## src/rtl/led_pattern_pkg.sv

```systemverilog
// Shared mode encodings and breathe direction type for the LED pattern generator.
package led_pattern_pkg;
  localparam int MODE_WIDTH = 3;

  typedef enum logic [MODE_WIDTH-1:0] {
    MODE_OFF     = 3'd0,
    MODE_ON      = 3'd1,
    MODE_BLINK   = 3'd2,
    MODE_PWM     = 3'd3,
    MODE_BREATHE = 3'd4
  } mode_e;

  typedef enum logic {
    DIR_UP   = 1'b0,
    DIR_DOWN = 1'b1
  } dir_e;
endpackage

```

## src/rtl/led_channel.sv

```systemverilog
// One LED channel: config registers, blink/breathe state and a registered output.
module led_channel
  import led_pattern_pkg::*;
#(
  parameter int PWM_WIDTH = 8,
  parameter int DIV_WIDTH = 8
) (
  input  logic                  clk,
  input  logic                  rst,
  input  logic [PWM_WIDTH-1:0]  pwm_cnt,
  input  logic                  pwm_wrap,
  input  logic                  wr,
  input  logic [MODE_WIDTH-1:0] wr_mode,
  input  logic [DIV_WIDTH-1:0]  wr_div,
  input  logic [PWM_WIDTH-1:0]  wr_duty,
  output logic                  led
);
  logic [MODE_WIDTH-1:0] mode;
  logic [DIV_WIDTH-1:0]  div;
  logic [PWM_WIDTH-1:0]  duty;
  logic [DIV_WIDTH-1:0]  blink_cnt;
  logic                  blink_state;
  logic [PWM_WIDTH-1:0]  level;
  dir_e                  dir;
  logic                  led_nxt;

  always_ff @(posedge clk) begin
    if (rst) begin
      mode        <= MODE_OFF;
      div         <= '0;
      duty        <= '0;
      blink_cnt   <= '0;
      blink_state <= 1'b0;
      level       <= '0;
      dir         <= DIR_UP;
      led         <= 1'b0;
    end else begin
      led <= led_nxt;
      // A write restarts the pattern and takes priority over a coincident wrap.
      if (wr) begin
        mode        <= wr_mode;
        div         <= wr_div;
        duty        <= wr_duty;
        blink_cnt   <= '0;
        blink_state <= 1'b0;
        level       <= '0;
        dir         <= DIR_UP;
      end else if (pwm_wrap) begin
        if (blink_cnt == div) begin
          blink_state <= ~blink_state;
          blink_cnt   <= '0;
        end else begin
          blink_cnt <= blink_cnt + 1'b1;
        end
        if (dir == DIR_UP) begin
          if (level >= duty) dir <= DIR_DOWN;
          else               level <= level + 1'b1;
        end else begin
          if (level == '0) dir <= DIR_UP;
          else             level <= level - 1'b1;
        end
      end
    end
  end

  // Reserved modes fall through to the default and stay dark.
  always_comb begin
    led_nxt = 1'b0;
    case (mode)
      MODE_ON:      led_nxt = 1'b1;
      MODE_BLINK:   led_nxt = blink_state;
      MODE_PWM:     led_nxt = (pwm_cnt < duty);
      MODE_BREATHE: led_nxt = (pwm_cnt < level);
      default:      led_nxt = 1'b0;
    endcase
  end
endmodule

```

## src/rtl/led_pattern_gen.sv

```systemverilog
// Multi-channel LED pattern generator: shared prescaler/PWM timebase, per-channel pattern engines.
module led_pattern_gen
  import led_pattern_pkg::*;
#(
  parameter int NUM_LEDS       = 8,
  parameter int CHAN_WIDTH     = 4,
  parameter int PRESCALE_WIDTH = 16,
  parameter int PWM_WIDTH      = 8,
  parameter int DIV_WIDTH      = 8
) (
  input  logic                      clk,
  input  logic                      rst,
  input  logic [PRESCALE_WIDTH-1:0] prescale,
  input  logic                      cfg_valid,
  output logic                      cfg_ready,
  input  logic [CHAN_WIDTH-1:0]     cfg_chan,
  input  logic [MODE_WIDTH-1:0]     cfg_mode,
  input  logic [DIV_WIDTH-1:0]      cfg_div,
  input  logic [PWM_WIDTH-1:0]      cfg_duty,
  output logic                      tick,
  output logic [NUM_LEDS-1:0]       led
);
  logic [PRESCALE_WIDTH-1:0] pre_cnt;
  logic [PWM_WIDTH-1:0]      pwm_cnt;
  logic                      pwm_wrap;
  logic                      cfg_wr;

  // Compare with >= so lowering prescale mid-count cannot strand the counter.
  always_ff @(posedge clk) begin
    if (rst) begin
      pre_cnt <= '0;
      tick    <= 1'b0;
    end else if (pre_cnt >= prescale) begin
      pre_cnt <= '0;
      tick    <= 1'b1;
    end else begin
      pre_cnt <= pre_cnt + 1'b1;
      tick    <= 1'b0;
    end
  end

  always_ff @(posedge clk) begin
    if (rst)       pwm_cnt <= '0;
    else if (tick) pwm_cnt <= pwm_cnt + 1'b1;
  end

  always_ff @(posedge clk) begin
    if (rst) cfg_ready <= 1'b0;
    else     cfg_ready <= 1'b1;
  end

  assign pwm_wrap = tick && (pwm_cnt == '1);
  assign cfg_wr   = cfg_valid && cfg_ready;

  // Out-of-range channel numbers match no instance and are silently dropped.
  for (genvar i = 0; i < NUM_LEDS; i++) begin : g_chan
    localparam logic [CHAN_WIDTH-1:0] IDX = CHAN_WIDTH'(i);
    logic wr;
    assign wr = cfg_wr && (cfg_chan == IDX);

    led_channel #(
      .PWM_WIDTH(PWM_WIDTH),
      .DIV_WIDTH(DIV_WIDTH)
    ) u_chan (
      .clk     (clk),
      .rst     (rst),
      .pwm_cnt (pwm_cnt),
      .pwm_wrap(pwm_wrap),
      .wr      (wr),
      .wr_mode (cfg_mode),
      .wr_div  (cfg_div),
      .wr_duty (cfg_duty),
      .led     (led[i])
    );
  end
endmodule

```

## config.mk

```make
export PLATFORM = sky130hd
export DESIGN_NAME = led_pattern_gen
export DESIGN_NICKNAME = d
export VERILOG_FILES = /design/src/rtl/led_pattern_pkg.sv /design/src/rtl/led_channel.sv /design/src/rtl/led_pattern_gen.sv
export SDC_FILE = /design/constraint.sdc
export NUM_CORES = 1
export LEC_CHECK = 0
export BUFFER_PORTS_ARGS = -buffer_cell sky130_fd_sc_hd__buf_2
export CAP_MARGIN = 20
export CORE_ASPECT_RATIO = 0.6
export CORE_MARGIN = 8
export CORE_UTILIZATION = 30
export DETAILED_ROUTE_END_ITERATION = 12
export PLACE_DENSITY = 0.51
export SLEW_MARGIN = 10
export SYNTH_ARGS = -nofsm -noshare
export SYNTH_HDL_FRONTEND = slang
export SYNTH_SLANG_ARGS = --single-unit
```

## constraint.sdc

```tcl
create_clock -name clk -period 5 [get_ports clk]
set_input_delay 0.5 -clock clk [delete_from_list [all_inputs] [get_ports clk]]
set_output_delay 0.5 -clock clk [all_outputs]
set_load 0.01 [all_outputs]
```

==> metrics.cfg, run 1 <==
[outcome]
status=finished clean

[worst_setup_path]
cp_cell_sequence=buf_4 > nand4_2 > or2_2 > buf_4 > o31ai_4 > mux2i_1 > nor2_1
cpMaxStageDelayCell=or2_2
setup.worst_path.start_class=flop
crit_arrival_ns=3.57
cp_max_fo=28
cp_data_required_time_ns=5.45
critPathKind=reg -> reg
reg2regPathDepth=7
crit_path_max_incr_delay_ns=0.60
cp-end-kind=flop
path_common_cell=buf_4

[sta]
setup_ws_ns=1.874
maxSlewHeadroom_pct=37.72
setup_viol=0
rsz0062_at_grt=false
worstMarginPinSlew_ns=0.9286
skew_ns=0.01622
finalSetupTns_ns=0
hold_viol=0
min_period_over_period_pct=62.52
slew_viol_final=0
final.min_clock_period_ns=3.126
max_clock_freq_mhz=319.9

[grt]
grt_max_degree=130
grt_pass1_vias=16367
antenna_found_initial=1
grt_usage_pct=14.84
grt-ovfl-total=0
grt_pass1_wl_microns=91430

[synth]
synth_warnings=0
syn-num-nets=2769
synthesis.area_sq_um=20260
async_flop_share_pct=0
synthCells=2469
syn-mean-instance-area_sq_um=8.207
synth_edf_count=0
ys_seq_area_share_pct=32.60
synth-main-ff-cell=dfxtp_1
synthDistinctLibCells=80
ys_ff_latch=330

[cts]
clk_pin_slew_ns=0.06
cts.sinks=330
cts_max_level=2
cts_tree=built
cts_hold_buffers=0
cts_setup_buffers=0
cts_buffers=37
root_buffer=clkbuf_16
clk_latency_ns=0.57
clock_path_buffers=3
ctsResizeCount=0

[drt]
vias=17144
post_drt_wl_per_cell_microns=17.09
via_per_inst=5.032
wirelength_microns=58240
first_pass_iters=6
drt_iter0_drc=1366
ant_nets=0
drc_errors=0

[finish]
final_core_util_pct=33.98
nets=2779
drive_above_1_share_pct=7.265
final_common_cell=nand2_1
fillerInstances=6942
stdcell_count=3407
final_cell_mix=348 x nand2_1, 330 x dfxtp_1, 251 x a21oi_1, 250 x ha_1, 189 x nor2_1
syn2layout_area_growth_pct=11.52

[placed_design]
place_ws_ns=1.916
io_buffers=51
dp_hpwl_microns=42530
gp_congestion=0.8138
dpl.cell_count=3339

[floorplanning]
boundaryPins=52
die_h_microns=217.3
core_area_sq_um=66490
die_width_microns=351.5
num_rows=73
die_area_sq_um=76390
start_util_pct=30.47

[job]
cap_violations=0

[hold_path]
min_path_type=in -> reg
whs_path_depth=3

[power]
p_leak_uw=0.008790
ir_drop_v=0.0001752
power.density_nw_per_um2=253.5
finalPower_uw=5728

## cell type report
class,instances,area (sq um),area share (%)
Antenna cell,2,5.005,0.02215
Tap cell,900,1126,4.983
Inverter,159,596.8,2.641
Sequential cell,330,6606,29.24
Multi-Input combinational cell,1873,12550,55.53
Clock buffer,56,1107,4.900
Clock inverter,9,130.1,0.5759
Timing Repair Buffer,78,476.7,2.110
## cells in the mapped netlist (all sizes together), types with 12 or more instances
library cell  instances  area [sq um]
nor4                 32         206.5
a21o                 26         195.2
nand4                38         250.2
o21a                 22         165.2
a21oi               257          1324
and3                 20         127.6
ha                  250          3128
buf                  43         275.3
mux2i                27         270.3
nand2b               29         181.4
a211oi               31         237.7
clkbuf               64         246.5
nor3                 44         247.7
nor2                190         720.7
o21ai               104         520.5
dfxtp               330          6606
nand2               349          1313
o31ai                30         244.0
xor2                 96         840.8
xnor2                89         779.5
nor2b                18         112.6
o21bai               12         90.09
nand3                79         405.4
inv                 159         596.8
or3                  16         100.1
## stage by stage
step / hold slack (ns) / area (sq um)
final: 0.3062 / 22600
after global routing: 0.2913 / 22590
after CTS: 0.2741 / 22580
after detailed placement: 0.4485 / 21350
after global placement: 0.4456 / 21340
after floorplan: 0.4363 / 20260
## logic make-up after synthesis
group	share of synthesized area [%]
simple gates	19.77
compound gates	16.44
flops	32.60
buf+inv	5.520
fa+ha+maj	16.23
xor+xnor	7.996
mux	1.445
## report_power, final
group          internal (uW)  total, uW  switching, uW
registers               2640       2650           10.8
logic                   50.8        209            158
clock network           1680       2870           1180
## critical path: cells and delay by family (launching register included)
family	cells	cell delay, ns
compound gates	1	0.60
mux	1	0.26
flops	1	0.31
simple gates	3	1.11
buf+inv	2	0.68
## registers in the layout (all words and copies together), names as in the netlist, 16 cells and up
signal / flops
g_chan.u_chan.duty: 64
pre_cnt: 16
g_chan.u_chan.div: 64
g_chan.u_chan.level: 64
g_chan.u_chan.blink_cnt: 64
g_chan.u_chan.mode: 24
## worst paths after layout
kind | start | end | slack, ns
worst min-delay path | cfg_div[0] | g_chan[3].u_chan.div[0]$_SDFFE_PP0P_ | 0.31
worst min register to register | g_chan[2].u_chan.duty[4]$_SDFFE_PP0P_ | g_chan[2].u_chan.duty[4]$_SDFFE_PP0P_ | 0.45
worst max-delay path | pwm_cnt[3]$_SDFFE_PP0P_ | g_chan[6].u_chan.level[4]$_SDFFE_PP0P_ | 1.87
worst max register to register | pwm_cnt[3]$_SDFFE_PP0P_ | g_chan[6].u_chan.level[4]$_SDFFE_PP0P_ | 1.87
## routing by layer
layer | up-vias | GRT usage, % | wire length [microns]
li1 | 8597 | - | -
met5 | - | 0 | 13
met4 | 2 | 3.683 | 1100
met2 | 351 | 21.34 | 23030
met3 | 83 | 2.528 | 2941
met1 | 8111 | 22.57 | 31150
Power figures use the tool's default switching activity.
==> run 2: changes to the inputs <==
==> constraint.sdc (replaced) <==
create_clock -name clk -period 3.03 [get_ports clk]
set_input_delay 0.303 -clock clk [delete_from_list [all_inputs] [get_ports clk]]
set_output_delay 0.303 -clock clk [all_outputs]
set_load 0.01 [all_outputs]
==> run 2 against run 1 <==
Compared with the run above:
- sequential share of layout area decreased by 0.19 points
- die area unchanged
- clock power increased by 59%
- sequential power is 65% higher
- final cell count rose by 0.59%
- total power is 62% higher
- global-route usage increased by 0.73 points
- register-to-register slack worse by 1.4 ns
- cell area grew 0.65%
- wire length increased by 4.3%
- utilization is 0.22 points higher
- fmax rose by 21%
- largest cell class unchanged
- highest routed layer is now met4
==> metrics.cfg, run 2 (synthesized netlist as in run 1, its figures left out) <==
[outcome]
status=finished clean  ; unchanged

[floorplanning]
num_rows=73  ; unchanged
core_area_sq_um=66490  ; unchanged
boundaryPins=52  ; unchanged
die_h_microns=217.3  ; unchanged
start_util_pct=30.47  ; unchanged
die_area_sq_um=76390  ; unchanged
die_width_microns=351.5  ; unchanged

[worst_setup_path]
cp_max_fo=10  ; was 28
setup.worst_path.start_class=flop  ; unchanged
cp-end-kind=flop  ; unchanged
critPathKind=reg -> reg  ; unchanged
crit_arrival_ns=3.07  ; was 3.57 ns
cp_data_required_time_ns=3.52  ; was 5.45 ns

[drt]
wirelength_microns=60770  ; was 58240 microns
drt_iter0_drc=1183  ; was 1366
first_pass_iters=5  ; was 6
ant_nets=0  ; unchanged
via_per_inst=5.082  ; was 5.032
post_drt_wl_per_cell_microns=17.73  ; was 17.09 microns
drc_errors=0  ; unchanged
vias=17415  ; was 17144

[placed_design]
io_buffers=51  ; unchanged
gp_congestion=0.8440  ; was 0.8138
dp_hpwl_microns=43970  ; was 42530 microns

[power]
power.density_nw_per_um2=408.5  ; was 253.5 nW/um^2
p_leak_uw=0.008885  ; was 0.008790 uW
ir_drop_v=0.0002970  ; was 0.0001752 V

[finish]
drive_above_1_share_pct=8.112  ; was 7.265%
nets=2800  ; was 2779
final_cell_mix=348 x nand2_1, 330 x dfxtp_1, 251 x a21oi_1, 250 x ha_1, 189 x nor2_1  ; unchanged
syn2layout_area_growth_pct=12.24  ; was 11.52%
final_common_cell=nand2_1  ; unchanged
antenna_cells_inserted=0  ; was 2

[sta]
skew_ns=0.01267  ; was 0.01622 ns
worst_hold_slack_ns=0.1603  ; was 0.3062 ns
hold_viol=0  ; unchanged
max_clock_freq_mhz=387.7  ; was 319.9 MHz
maxSlewHeadroom_pct=51.78  ; was 37.72%
final.min_clock_period_ns=2.579  ; was 3.126 ns
finalSetupTns_ns=0  ; unchanged
setup_viol=0  ; unchanged
slew_viol_final=0  ; unchanged
min_period_over_period_pct=85.13  ; was 62.52%
rsz0062_at_grt=false  ; unchanged
worstMarginPinSlew_ns=0.7206  ; was 0.9286 ns

[grt]
grt_usage_pct=15.57  ; was 14.84%
grt-ovfl-total=0  ; unchanged
grt_use_met3_pct=2.783  ; was 2.528%
busiest_layer=met1  ; unchanged
antenna_found_initial=0  ; was 1
grt_max_degree=59  ; was 130
use_met1_pct=23.30  ; was 22.57%
grt_pass1_vias=16666  ; was 16367
grt_use_met2_pct=22.96  ; was 21.34%
grt_pass1_wl_microns=95000  ; was 91430 microns

[cts]
cts_tree=built  ; unchanged
cts_buffers=37  ; unchanged
root_buffer=clkbuf_16  ; unchanged
cts_max_level=2  ; unchanged
clk_latency_ns=0.56  ; was 0.57 ns
cts_hold_buffers=0  ; unchanged
ctsResizeCount=0  ; unchanged
clock_path_buffers=3  ; unchanged
clk_pin_slew_ns=0.06  ; about the same
cts.sinks=330  ; unchanged
cts_setup_buffers=0  ; unchanged

[job]
cap_violations=0  ; unchanged

[hold_path]
min_path_type=in -> reg  ; unchanged

[run 2: metrics by stage]
step	area (sq um)	util [%]	setup slack [ns]	total power, uW	cells
3_5_place_dp	21550	32.41	0.5206	4834	3361
6_report	22740	34.21	0.4505	9291	3427
2_1_floorplan	20260	-	0.5459	4667	2469
3_3_place_gp	21550	32.41	0.5489	4825	3361
4_1_cts	22740	34.21	0.5022	9440	3427
5_1_grt	22740	34.21	0.3077	9641	3427
[run 2: worst paths after layout]
path / startpoint / end / slack (ns) / cells past startpoint
worst max-delay path: g_chan[2].u_chan.dir$_SDFFE_PP0P_ / g_chan[2].u_chan.level[6]$_SDFFE_PP0P_ / 0.45 / 8
worst min register to register: g_chan[1].u_chan.duty[7]$_SDFFE_PP0P_ / g_chan[1].u_chan.duty[7]$_SDFFE_PP0P_ / 0.45 / 2
worst min-delay path: cfg_div[3] / g_chan[4].u_chan.div[3]$_SDFFE_PP0P_ / 0.16 / 3
worst max register to register: g_chan[2].u_chan.dir$_SDFFE_PP0P_ / g_chan[2].u_chan.level[6]$_SDFFE_PP0P_ / 0.45 / 8
[run 2: routing by layer]
metal  wire [microns]  share of wire, %
met5                0                 0
met2            24800                41
met4             1085               1.8
met1            31410                52
met3             3471               5.7
[run 2: layout make-up]
class                           instances  area [sq um]
Clock buffer                           52          1062
Clock inverter                         14         132.6
Fill cell                            6988         43750
Sequential cell                       330          6606
Timing Repair Buffer                   99         671.9
Inverter                              159         596.8
Multi-Input combinational cell       1873         12550
Tap cell                              900          1126
[run 2: worst max-delay path, stage by stage, from the launching register on]
cell	delay, ns
dfxtp_1	0.74
inv_1	0.19
fa_1	0.50
nor2b_1	0.18
o31ai_1	0.11
a21boi_0	0.23
nor3_1	0.07
or3b_4	0.37
a21oi_2	0.13
[run 2: power breakdown]
group | switching (uW) | total (uW) | leakage (uW) | internal, uW
sequential | 16.7 | 4370 | 0.00266 | 4360
combinational | 276 | 365 | 0.00564 | 88.5
clock | 1930 | 4550 | 0.000591 | 2620
total | 2220 | 9290 | 0.00889 | 7070
